`src/rtl/vga_scan_gen.sv`:
```
// Raster timing generator: pixel-rate divider, current and lead scan counters, sync/valid flags.
// Define VGA_SCAN_FRAME_CNT_EN to build the 8-bit frame counter; otherwise frame_cnt is tied to 0.
module vga_scan_gen #(
  parameter int unsigned CLK_DIV  = 4,
  parameter int unsigned H_ACTIVE = 640,
  parameter int unsigned H_FP     = 16,
  parameter int unsigned H_SYNC   = 96,
  parameter int unsigned H_BP     = 48,
  parameter int unsigned V_ACTIVE = 480,
  parameter int unsigned V_FP     = 10,
  parameter int unsigned V_SYNC   = 2,
  parameter int unsigned V_BP     = 33,
  parameter int unsigned LEAD     = 1
) (
  input  logic       clk,
  input  logic       rst_n,
  output logic       pix_en,
  output logic [9:0] h_cnt,
  output logic [9:0] v_cnt,
  output logic [9:0] ah_cnt,
  output logic [9:0] av_cnt,
  output logic       hsync,
  output logic       vsync,
  output logic       valid,
  output logic       frame_start,
  output logic [7:0] frame_cnt
);

  localparam int unsigned H_TOTAL    = H_ACTIVE + H_FP + H_SYNC + H_BP;
  localparam int unsigned V_TOTAL    = V_ACTIVE + V_FP + V_SYNC + V_BP;
  localparam int unsigned H_SYNC_BEG = H_ACTIVE + H_FP;
  localparam int unsigned H_SYNC_END = H_SYNC_BEG + H_SYNC;
  localparam int unsigned V_SYNC_BEG = V_ACTIVE + V_FP;
  localparam int unsigned V_SYNC_END = V_SYNC_BEG + V_SYNC;
  localparam int unsigned DIV_W      = (CLK_DIV > 1) ? $clog2(CLK_DIV) : 1;

  // Counters are 10 bits wide, so the raster must fit in 1024x1024.
  generate
    if (H_TOTAL > 1024 || V_TOTAL > 1024 || CLK_DIV < 2 || LEAD >= H_TOTAL) begin : g_bad_cfg
      $error("vga_scan_gen: illegal timing parameters");
    end
  endgenerate

  logic [DIV_W-1:0] div_cnt;
  logic [9:0]       h_nxt;
  logic [9:0]       v_nxt;
  logic [9:0]       ah_nxt;
  logic [9:0]       av_nxt;

  assign pix_en      = (div_cnt == DIV_W'(CLK_DIV - 1));
  assign frame_start = pix_en && (h_cnt == 10'd0) && (v_cnt == 10'd0);

  // Next scan position for both the current and the lead counter pair.
  always_comb begin
    h_nxt  = h_cnt + 10'd1;
    v_nxt  = v_cnt;
    ah_nxt = ah_cnt + 10'd1;
    av_nxt = av_cnt;
    if (h_cnt == 10'(H_TOTAL - 1)) begin
      h_nxt = '0;
      v_nxt = (v_cnt == 10'(V_TOTAL - 1)) ? 10'd0 : v_cnt + 10'd1;
    end
    if (ah_cnt == 10'(H_TOTAL - 1)) begin
      ah_nxt = '0;
      av_nxt = (av_cnt == 10'(V_TOTAL - 1)) ? 10'd0 : av_cnt + 10'd1;
    end
  end

  // Flags are decoded from the next position so they line up with h_cnt/v_cnt.
  always_ff @(posedge clk) begin
    if (!rst_n) begin
      div_cnt <= '0;
      h_cnt   <= '0;
      v_cnt   <= '0;
      ah_cnt  <= 10'(LEAD);
      av_cnt  <= '0;
      hsync   <= 1'b1;
      vsync   <= 1'b1;
      valid   <= 1'b0;
    end else begin
      div_cnt <= pix_en ? '0 : div_cnt + DIV_W'(1);
      if (pix_en) begin
        h_cnt  <= h_nxt;
        v_cnt  <= v_nxt;
        ah_cnt <= ah_nxt;
        av_cnt <= av_nxt;
        hsync  <= !((h_nxt >= 10'(H_SYNC_BEG)) && (h_nxt < 10'(H_SYNC_END)));
        vsync  <= !((v_nxt >= 10'(V_SYNC_BEG)) && (v_nxt < 10'(V_SYNC_END)));
        valid  <= (h_nxt < 10'(H_ACTIVE)) && (v_nxt < 10'(V_ACTIVE));
      end
    end
  end

`ifdef VGA_SCAN_FRAME_CNT_EN
  // Animation phase for render blocks; wraps modulo 256.
  always_ff @(posedge clk) begin
    if (!rst_n) begin
      frame_cnt <= '0;
    end else if (frame_start) begin
      frame_cnt <= frame_cnt + 8'd1;
    end
  end
`else
  assign frame_cnt = '0;
`endif

endmodule

```
`config.mk`:
```
export PLATFORM = sky130hd
export DESIGN_NAME = vga_scan_gen
export DESIGN_NICKNAME = d
export VERILOG_FILES = /design/src/rtl/vga_scan_gen.sv
export SDC_FILE = /design/constraint.sdc
export NUM_CORES = 1
export LEC_CHECK = 0
export BUFFER_PORTS_ARGS = -buffer_cell sky130_fd_sc_hd__buf_2
export CORE_MARGIN = 3
export CORE_UTILIZATION = 30
export CTS_CLUSTER_DIAMETER = 200
export CTS_CLUSTER_SIZE = 12
export DETAILED_ROUTE_END_ITERATION = 8
export GPL_TIMING_DRIVEN = 1
export HOLD_SLACK_MARGIN = 0.05
export PLACE_DENSITY = 0.6
export SYNTH_ARGS = -nofsm -noshare
export SYNTH_HDL_FRONTEND = slang
export SYNTH_SLANG_ARGS = --single-unit
```
`constraint.sdc`:
```
create_clock -name clk -period 2.9 [get_ports clk]
set_input_delay 0.145 -clock clk [delete_from_list [all_inputs] [get_ports clk]]
set_output_delay 0.145 -clock clk [all_outputs]
set_load 0.005 [all_outputs]
```
== Word level (Yosys, flattened, before mapping) ==
Cells that the tools add are included.
Storage, ports and cells
  bits in registers: 45
  bits of input ports: 2
  output and inout bits: 53
Cells by class
  $add $sub $neg: 5
  magnitude comparators: 6
  equality and inequality tests: 5
  muxes and demuxes: 5
  bitwise logic cells: 1
  reduce and logical (&&, ||, !) cells: 11
Operators with widths (count)
  two-way mux 10 bit: 5
  adder 10 x 1 -> 10 bit, second input constant: 4
  == test 10 bit, second input constant: 4
  logical NOT 10 bit: 2
  less-than comparator 10 bit, second input constant: 2
  less-than comparator 10 x 9 -> 1 bit, second input constant: 2
  greater-or-equal comparator 10 bit, second input constant: 1
  greater-or-equal comparator 10 x 9 -> 1 bit, second input constant: 1
  logical AND 1 bit: 5
  adder 2 x 1 -> 2 bit, second input constant: 1
  == test 2 bit, second input constant: 1
  logical NOT 1 bit: 2
  AND reduction 2 bit: 1
  OR reduction 2 bit: 1
  inverter 1 bit: 1

== Logic depth before layout (Yosys ltp) ==
  word-level depth: 6
  depth in mapped cells: 9
  mapped depth without buffers: 8

== Worst setup path after synthesis ==
OpenSTA, ideal clock, no wires.
  kind: reg2reg
  start point: reg h_cnt[0]
  end point: reg valid
  arrival time: 2308 ps
  setup slack: 497 ps
  cell stages (with the launch flop): 10
  path buffers: 2
  period minus slack after synthesis: 2403 ps
  cells stage by stage: dfxtp_1 -> ha_1 -> buf_2 -> and4_1 -> buf_2 -> nand3_4 -> or4_4 -> xor2_1 -> a21oi_2 -> o41ai_2
On the way
  cells in the longest elaborated chain, start to end: 4
  elaborated cells on any way between the ends: 7
  those cells by class: 1 x add/sub; 2 x order compare; 1 x eq/ne; 2 x mux; 1 x reduce/logical
Ends and longest elaborated chain
  start, declared: line 18  | output logic [9:0] h_cnt,
  start signal, assigned: line 83  | h_cnt <= h_nxt;
  adder 10 x 1 -> 10 bit / == test 10 bit (equally long branches): line 55, 59
  two-way mux 10 bit: line 59  | if (h_cnt == 10'(H_TOTAL - 1)) begin
  less-than comparator 10 bit / less-than comparator 10 x 9 -> 1 bit (equally long branches): line 89  | valid <= (h_nxt < 10'(H_ACTIVE)) && (v_nxt < 10'(V_ACTIVE));
  logical AND 1 bit *: line 89
  end signal, assigned: line 89
  end, declared: line 24  | output logic valid,
Mark *: on every way between the ends. The rest lies on a longest branch, timed or not.
A chain may end at the register's enable or synchronous reset.

== Final worst setup path ==
Same ends and word-level chain as after synthesis.

==> impl_metrics.toml <==
[outcome]
status = "complete, no violations"

[sta]
tightestPinTransition_ns = 0.6877
fmax_mhz = 397.8
drv_slew = 0
setup_viol = 0
max-slew-margin-rel = 0.5416
hold_violations = 0
grt_setup_unrepaired = "no"
finClkSkew_ns = 0.01130
period_share = 0.8669
finalSetupTns_ns = 0
min_period_ns = 2.514
fin_ws_ns = 0.3860

[global_routing]
grt_pass1_vias = 2278
overflow = 0
grt_max_degree = 29
track_usage = 0.1359
antenna_found_initial = 0
grt_first_pass_wirelength_um = 11210

[clock_tree]
cts-root-buf = "clkbuf_8"
cts.hold.buffers_added = 0
numCtsBuffers = 5
cts_tree = "built"
cts_buffer_depth = 2
htreeDepth = 2
clock_sinks = 45
cts_resized = 0
clk_pin_slew_ns = 0.09
clk_latency_ns = 0.30
postCtsSetupBuffers = 0

[synth]
synthCells = 335
synth-seq-cells = 45
synth.area.top_cells = "dfxtp_1 34%, nor2_1 5.5%, xor2_1 4.9%"
synth-main-ff-cell = "dfxtp_1"
synthDistinctLibCells = 54
yosysWarnings = 0
synth_edf_count = 0
yosys.area.top_type_share = 0.3379
async_flop_share = 0
syn_area_um2 = 2666
ys_seq_area_frac = 0.3379
yosysTopAreaCell = "dfxtp_1"
synth_area_per_cell_um2 = 7.959

[critical_path]
setup.worst_path.end_class = "flop"
required_ns = 3.10
worst_ep_arrival_time_ns = 2.72
path_class = "flop to flop"
start_kind = "flop"
critPathMaxFanout = 10

[power]
intPower_mw = 0.9139
totalPowerFinal_mw = 1.199
powerDensity_nw_per_um2 = 393.1
ir_drop_mv = 0.1993
clkPwrFrac = 0.414
seq_power_share = 0.530
combPwrFrac = 0.057
p_sw_frac = 0.2375
p_leak_nw = 1.166
p_sw_mw = 0.2846

[drt]
ant_nets = 0
vias = 2539
drc = 0
first_pass_iters = 5
finalWirelength_um = 6674
drt_iter0_drc = 166
vias_per_cell = 5.312
wire_per_inst_um = 13.96

[die]
die_h_um = 100.3
coreArea_um2 = 8423
die_w_um = 100.3
dieArea_um2 = 10060
ioPinCount = 55
start_util = 0.3165
num_rows = 33

[placement]
hpwl_um = 4909
pre_cts_ws_ns = 0.4158
dp_cells = 470
port_buffers = 46
gp_congestion = 0.8574

[final_layout]
nets = 382
stdcell_count = 478
drive_gt1_frac = 0.1796
diodes = 0
area_delta_synth_final_pct = 14.36
final_util = 0.3620

[min_path]
hp-class = "input pin to flop"

[flow_run]
cap_viol_max_count = 0
[routing by layer]
layer | part of all wire | wire length, µm | up-vias | GRT usage
li1 | - | - | 1259 | -
met1 | 0.47 | 3168 | 1168 | 0.1887
met2 | 0.43 | 2901 | 101 | 0.2069
met3 | 0.069 | 458 | 11 | 0.02849
met4 | 0.022 | 146 | 0 | 0.04974
met5 | 0 | 0 | - | 0
[layout by cell type (no fill, tap or decap), drive strengths merged, types with 5 or more instances in the layout]
cell type,count
a21oi,20
and3,8
buf,51
clkbuf,5
conb,8
dfxtp,45
ha,8
inv,11
nand2,30
nand3,19
nand4,13
nor2,39
nor3,14
nor4,6
o21ai,15
or4,5
xnor2,10
xor2,15
[power groups by stage]
stage / Sequential [mW] / Combinational [mW] / Clock, mW
3_5_place_dp: 0.650 / 0.0678 / 0
3_3_place_gp: 0.649 / 0.0681 / 0
2_1_floorplan: 0.648 / 0.0543 / 0
5_1_grt: 0.637 / 0.0774 / 0.537
4_1_cts: 0.636 / 0.0683 / 0.514
6_report: 0.635 / 0.0677 / 0.496
[through the flow]
step	hold WS [ns]	cell area, µm²
final	0.1409	3049
after global routing	0.1557	3049
after CTS	0.1329	3049
after detailed placement	0.4208	2933
after global placement	0.4082	2933
after floorplan	0.3992	2693
[state kept, by name, summed over array words and instances, names as in the netlist]
| signal | count |
|---|---|
| ah_cnt | 10 |
| av_cnt | 10 |
| h_cnt | 10 |
| v_cnt | 10 |
| div_cnt | 2 |
| hsync | 1 |
| valid | 1 |
| vsync | 1 |
[area by class of cell]
| class | count | area, µm² |
|---|---|---|
| clock buffer | 5 | 68.82 |
| clock inverter | 3 | 47.55 |
| fill | 897 | 5374 |
| inverter | 9 | 33.78 |
| multi-input combinational | 260 | 1599 |
| sequential | 45 | 900.9 |
| tap | 105 | 131.4 |
| timing repair buffer | 51 | 267.8 |
[Yosys cell counts (all sizes together) (8+ instances only)]
cell and number:
a21oi 20, and3 8, buf 15, clkbuf 13
dfxtp 45, ha 8, inv 9, nand2 30
nand3 19, nand4 13, nor2 39, nor3 14
o21ai 15, xnor2 10, xor2 15
[critical path: stages, from the launching register on]
cell	delay, ns
dfxtp_1	0.46
ha_1	0.37
and4_1	0.31
nand3_4	0.12
or4_4	0.57
xor2_1	0.21
a21oi_2	0.05
o41ai_2	0.32
[kinds of logic (layout without fill, tap and decap cells)]
kind of cell,Yosys count,after routing,synth area share
mux,3,3,0.01126
simple gates,157,157,0.3144
other cells,1,8,0.001406
flops,45,45,0.3379
xor+xnor,25,25,0.08494
fa+ha+maj,8,8,0.03754
buf+inv,37,68,0.07226
compound gates,59,59,0.1403
[path summary, 6_finish.rpt]
path / from / to / slack [ns] / depth (start not counted)
min: rst_n / ah_cnt[0] / 0.14 / 2
max reg2reg: h_cnt[0] / valid / 0.39 / 7
min reg2reg: div_cnt[0] / div_cnt[0] / 0.43 / 1
max: h_cnt[0] / valid / 0.39 / 7
No activity file was read; power rests on OpenSTA's default activity.
